### config.mk
export PLATFORM = sky130hd
export DESIGN_NAME = pdm_mic_interface
export DESIGN_NICKNAME = d
export VERILOG_FILES = /design/src/rtl/pdm_mic_interface.sv
export SDC_FILE = /design/constraint.sdc
export NUM_CORES = 1
export LEC_CHECK = 0
export BUFFER_PORTS_ARGS = -buffer_cell sky130_fd_sc_hd__buf_2
export CAP_MARGIN = 20
export CORE_MARGIN = 4
export CORE_UTILIZATION = 26
export CTS_BUF_LIST = sky130_fd_sc_hd__clkbuf_16
export CTS_CLUSTER_DIAMETER = 60
export CTS_CLUSTER_SIZE = 28
export DETAILED_ROUTE_END_ITERATION = 8
export PLACE_DENSITY = 0.46
export SLEW_MARGIN = 20
export SYNTH_ARGS = -nofsm -noshare
export SYNTH_HDL_FRONTEND = slang
export SYNTH_SLANG_ARGS = --single-unit
### constraint.sdc
create_clock -name clk_i -period 2.2 [get_ports clk_i]
set_clock_uncertainty 0.1 [all_clocks]
set_input_delay 0.11 -clock clk_i [delete_from_list [all_inputs] [get_ports clk_i]]
set_output_delay 0.11 -clock clk_i [all_outputs]
set_load 0.02 [all_outputs]
### src/rtl/pdm_mic_interface.sv
// PDM microphone front end: programmable M_CLK divider with clean start/stop, L/R capture strobes.
// Define PDM_DECIM_EN to add a per-channel ones-count decimator (pcm_o / pcm_valid_o).
module pdm_mic_interface #(
  parameter int DIV_W       = 8,
  parameter int DEFAULT_DIV = 32,
  parameter int CHANNELS    = 1,
  parameter int DECIM       = 128
) (
  input  logic             clk_i,
  input  logic             rst_i,
  input  logic             en_i,
  input  logic [DIV_W-1:0] div_i,
  input  logic             lr_sel_i,
  input  logic             M_DATA,
  output logic             M_CLK,
  output logic             M_LRSEL,
  output logic             busy_o,
  output logic [1:0]       bit_o,
  output logic [1:0]       bit_valid_o
`ifdef PDM_DECIM_EN
  ,
  output logic [1:0][$clog2(DECIM+1)-1:0] pcm_o,
  output logic [1:0]                      pcm_valid_o
`endif
);

  typedef enum logic [1:0] {IDLE, RUN, STOP} state_t;

  state_t           state;
  logic [DIV_W-1:0] d_eff, d_reg, half_m1, cnt;
  logic             sync1, sync2;
  logic             tog, cap_l, cap_r, start, want_l, want_r;
  logic [1:0]       ev;

  always_comb begin
    d_eff = {div_i[DIV_W-1:1], 1'b0};
    if (d_eff < DIV_W'(8)) d_eff = DIV_W'(8);
  end

  assign half_m1 = (d_reg >> 1) - 1'b1;
  assign tog     = (state != IDLE) && (cnt == half_m1);
  // M_CLK falling is the period boundary (L); rising is mid-period (R)
  assign cap_l   = tog && M_CLK;
  assign cap_r   = tog && !M_CLK;
  assign start   = (state == IDLE) && en_i;
  assign want_l  = (CHANNELS == 2) || !M_LRSEL;
  assign want_r  = (CHANNELS == 2) || M_LRSEL;
  assign ev      = {cap_r & want_r, cap_l & want_l};

  always_ff @(posedge clk_i) begin
    if (rst_i) begin
      state       <= IDLE;
      M_CLK       <= 1'b0;
      M_LRSEL     <= 1'b0;
      busy_o      <= 1'b0;
      bit_o       <= '0;
      bit_valid_o <= '0;
      d_reg       <= DIV_W'(DEFAULT_DIV);
      cnt         <= '0;
      sync1       <= 1'b0;
      sync2       <= 1'b0;
    end else begin
      sync1       <= M_DATA;
      sync2       <= sync1;
      bit_valid_o <= '0;
      case (state)
        IDLE: begin
          M_CLK   <= 1'b0;
          cnt     <= '0;
          M_LRSEL <= (CHANNELS == 1) ? lr_sel_i : 1'b0;
          if (en_i) begin
            state  <= RUN;
            busy_o <= 1'b1;
            d_reg  <= d_eff;
          end
        end
        default: begin
          cnt <= tog ? '0 : cnt + 1'b1;
          if (tog)   M_CLK <= ~M_CLK;
          if (cap_l) d_reg <= d_eff;
          // RUN/STOP only differ in what happens at the boundary
          if (cap_l && !en_i) begin
            state  <= IDLE;
            busy_o <= 1'b0;
          end else begin
            state <= en_i ? RUN : STOP;
          end
          if (ev[0]) begin
            bit_o[0]       <= sync2;
            bit_valid_o[0] <= 1'b1;
          end
          if (ev[1]) begin
            bit_o[1]       <= sync2;
            bit_valid_o[1] <= 1'b1;
          end
        end
      endcase
    end
  end

`ifdef PDM_DECIM_EN
  localparam int PW = $clog2(DECIM+1);

  logic [1:0][PW-1:0] ones, nbits;

  always_ff @(posedge clk_i) begin
    if (rst_i) begin
      ones        <= '0;
      nbits       <= '0;
      pcm_o       <= '0;
      pcm_valid_o <= '0;
    end else begin
      pcm_valid_o <= '0;
      for (int c = 0; c < 2; c++) begin
        if (start) begin
          ones[c]  <= '0;
          nbits[c] <= '0;
        end else if (ev[c]) begin
          if (nbits[c] == PW'(DECIM-1)) begin
            pcm_o[c]       <= ones[c] + PW'(sync2);
            pcm_valid_o[c] <= 1'b1;
            ones[c]        <= '0;
            nbits[c]       <= '0;
          end else begin
            ones[c]  <= ones[c] + PW'(sync2);
            nbits[c] <= nbits[c] + 1'b1;
          end
        end
      end
    end
  end
`endif

endmodule

==> results by stage <==
GRT:
- Across every metal layer, demand over resource in global routing totals 0.09683.
- Summed over all layers, the global routing overflow is 0.
- The pin count of the biggest net entering global routing is 25.
- The via count of the first global-routing pass is 1,075.
- The global-route wire length before repair is 4823 um.
- The initial antenna violation count came to 0.

Synth:
- The adder and majority cell fraction of the synthesized area is 0.01914.
- The most used flip-flop cell after synthesis is sky130_fd_sc_hd__dfxtp_1.
- The total standard cell area after synthesis is 0.001308 mm2.
- Yosys printed 0 warnings.
- The number of nets in the synthesized netlist is 156.
- Counting distinct cell types in the post-synthesis netlist gives 34.
- The mean instance size in the synthesized netlist is 9.273 um2.
- The post-synthesis mux area share is 0.06890.
- The synthesis-stage register bit count is 26.
- The compound-gate portion of the synthesized area came to 0.08995.
- Of the synthesized area, sequential elements account for 0.3981.
- Of the total synthesized cell area, the portion taken by AND, OR, NAND and NOR gates is 0.2919.
- The number of enable-type register cells in the synthesized netlist is 0.
- After synthesis, the largest family of logic cells by area is simple AND/OR/NAND/NOR gates.
- Of the total synthesized cell area, the portion taken by XOR and XNOR cells is 0.1005.
- The cell count after synthesis is 141.
- After synthesis, the share of flip-flops with an asynchronous set or reset is 0.

Pwr:
- After layout, the design draws a total of 1.191 mW.
- IR analysis of the VDD net gives a maximum drop of 0.3230 mV.
- For this design the static power due to leakage is 0.6894 nW.
- The total power divided by cell area is 699.2 mW/mm2.

Min path:
- The worst hold path startpoint is div_i[4].
- The min-delay analysis places its worst path in the category in2reg.
- The path with the worst hold slack has its endpoint at d_reg[4]$_SDFFE_PP0P_.
- The worst hold path passes through 3 cells.

Placement:
- After detailed placement, the total cell area comes to 0.001558 mm2.
- The port buffer count is 18.
- Including well taps, the total number of placed cells is 234.
- At the end of routability-driven placement, the weighted congestion stood at 0.7960.
- Timing analysis after detailed placement gives a worst setup slack of 0.1136 ns.
- The half-perimeter wire length after detailed placement is 2068 um.

Drt:
- The number of antenna-violating nets in the routed design is 0.
- The count of TritonRoute iterations in the first routing pass is 4.
- The total DRC errors in the routed layout is 0.
- The average detailed-routed wire length per instance is 11.33 um.
- The detail-routed via count per cell is 4.415.
- After the first detailed-routing iteration, the DRC count stood at 63.
- The total number of vias is 1,064.
- The total detailed-routing wirelength is 2731 um.

Floorplan:
- The floorplan step defined a die boundary enclosing 0.006228 mm2.
- The die is 78.92 um tall.
- In this run the standard cell core region covers 0.004786 mm2.
- 20 I/O pins were placed.
- The initial utilization of the core area, before any placement, comes to 0.2732.
- From left edge to right edge, the die measures 78.92 um.
- The count of standard-cell rows is 25.

Worst setup path:
- Measured in cells, the most critical reg-to-reg path has a length of 8.
- At the worst endpoint, the required time is 2.29 ns.
- The kind of critical path is reg2reg.
- The end of the worst register-to-register path is d_reg[6]$_SDFFE_PP0P_.
- In this run the critical register-to-register path is launched from d_reg[2]$_SDFFE_PP0P_.
- The critical path endpoint category is a register.
- STA classifies the critical path startpoint as a register.
- In this run the worst path has a maximum fanout of 7.
- The flop-to-flop setup slack is 0.14 ns.
- The data arrival time of the worst path is 2.15 ns.

Timing:
- The number of setup violations in the final report is 0.
- Setup repair after global routing left no endpoint under its margin.
- The ratio of final minimum period to clock period is 0.9356.
- The transition time at the pin with the least slew margin is 0.4139 ns.
- In the final timing run, aggregate negative setup slack is 0 ns.
- Across all setup checks in the final design, the least slack found is 0.1416 ns.
- On the final layout, the worst hold slack is 0.01866 ns.
- The number of max-slew violations in the final report is 0.
- The count of endpoints failing hold in the final timing report is 0.
- The clock period minus final worst setup slack is 2.058 ns.
- The highest clock rate is 485.8 MHz.
- Headroom to the max-slew limit came out at 0.7215.

Status:
- The run finished with clean final reports.

Finish:
- The layout has 493 filler cells.
- For this run, the share of the core covered by cells in the final layout is 0.3561.
- The fraction of final layout cells sized beyond drive strength 1 is 0.2414.
- The post-route non-filler standard cell count is 241.
- The antenna diode count is 0.
- Leaving out fill and tap cells, the most frequent cell in the layout is sky130_fd_sc_hd__dfxtp_1.
- From synthesis to final layout, the design area changed by 30.33%.
- In the layout the commonest cells are sky130_fd_sc_hd__dfxtp_1 (26), sky130_fd_sc_hd__buf_2 (18), sky130_fd_sc_hd__nor2_1 (16).
- The number of flip-flops in the largest register is 8.
- The post-route cell area is 0.001704 mm2.
- The final net count is 190.

Clock network:
- In this run the number of H-tree levels came out at 1.
- The CTS tree is done.
- The number of CTS-inserted buffers is 3.
- Clock-pin slew was measured on the worst setup and hold paths at 0.07 ns.
- For the worst-skew pair, the clock arrives at the later sink with an insertion delay of 0.26 ns.
- CTS saw 26 sinks.
- The clock passes through at most 2 buffers.
- After clock tree synthesis, the setup repair step added 0 buffers.
- CTS placed an instance of sky130_fd_sc_hd__clkbuf_16 at the clock tree root.

Job:
- The number of maximum-capacitance constraint violations is 0.
[worst max-delay path, cell delays in order, from the launching register on]
cell and delay [ns]:
sky130_fd_sc_hd__dfxtp_1 0.32, sky130_fd_sc_hd__buf_4 0.14, sky130_fd_sc_hd__or2_1 0.28, sky130_fd_sc_hd__and4_1 0.22, sky130_fd_sc_hd__o31ai_1 0.29, sky130_fd_sc_hd__a2bb2oi_2 0.15, sky130_fd_sc_hd__a31oi_4 0.18, sky130_fd_sc_hd__buf_12 0.15
sky130_fd_sc_hd__mux2i_1 0.17
[power by group]
group	leakage (nW)	switching, mW	total (mW)	internal [mW]
combinational	0.426	0.0780	0.159	0.0811
clock	0.0511	0.172	0.534	0.362
sequential	0.212	0.0117	0.498	0.487
[worst max path at each step]
stage / slack [ns] / endpoint / from / cells after the start
floorplan: 0.21 / d_reg[1]$_SDFFE_PP0P_ / d_reg[1]$_SDFFE_PP0P_ / 9
global placement: 0.14 / busy_o$_SDFFE_PP0P_ / d_reg[1]$_SDFFE_PP0P_ / 8
detailed placement: 0.11 / busy_o$_SDFFE_PP0P_ / d_reg[1]$_SDFFE_PP0P_ / 8
CTS: 0.1 / busy_o$_SDFFE_PP0P_ / d_reg[1]$_SDFFE_PP0P_ / 8
global route: 0.005 / d_reg[4]$_SDFFE_PP0P_ / d_reg[2]$_SDFFE_PP0P_ / 8
finish: 0.14 / d_reg[6]$_SDFFE_PP0P_ / d_reg[2]$_SDFFE_PP0P_ / 8
[repair_timing]
action,4_1_cts,5_1_grt
hold endpoints to repair,3,0
hold buffers,3,0
setup endpoints to repair,0,18
resized for setup,0,4
[cell usage after synthesis, drive strengths merged (4+ instances only)]
master   n  area, um2
a21oi    4      20.02
dfxtp   26      520.5
inv      6      22.52
mux2i    9      90.09
nand2b  12      75.07
nand3    8      40.04
nor2    16      60.06
nor2b    4      25.02
nor3     4      20.02
xnor2   10      87.58
xor2     5      43.79
[layout make-up]
class                   count  area (um2)  area share
inverters                   6       22.52     0.01322
well taps                  67       83.83     0.04919
multi-input cells         106       757.0      0.4442
flip-flops and latches     26       520.5      0.3054
repair buffers             32       215.2      0.1263
clock buffers               3       75.07     0.04405
clock inverters             1       30.03     0.01762
[cells by family (layout without fill, tap and decap cells)]
family                   count (synthesis)  after routing
AND/OR/NAND/NOR                         65             65
flip-flops                              26             26
AO/OA/AOI/OAI                           15             15
XOR/XNOR                                15             15
multiplexers                             9              9
buffers and inverters                    9             42
adder cells (fa/ha/maj)                  2              2
[per-layer routing]
layer | global-route usage | wire length [um]
met2 | 0.1638 | 1270
met1 | 0.1166 | 1288
met4 | 0.02577 | 15
met5 | 0 | 0
met3 | 0.03401 | 156
No activity file was read; power rests on OpenSTA's default activity.
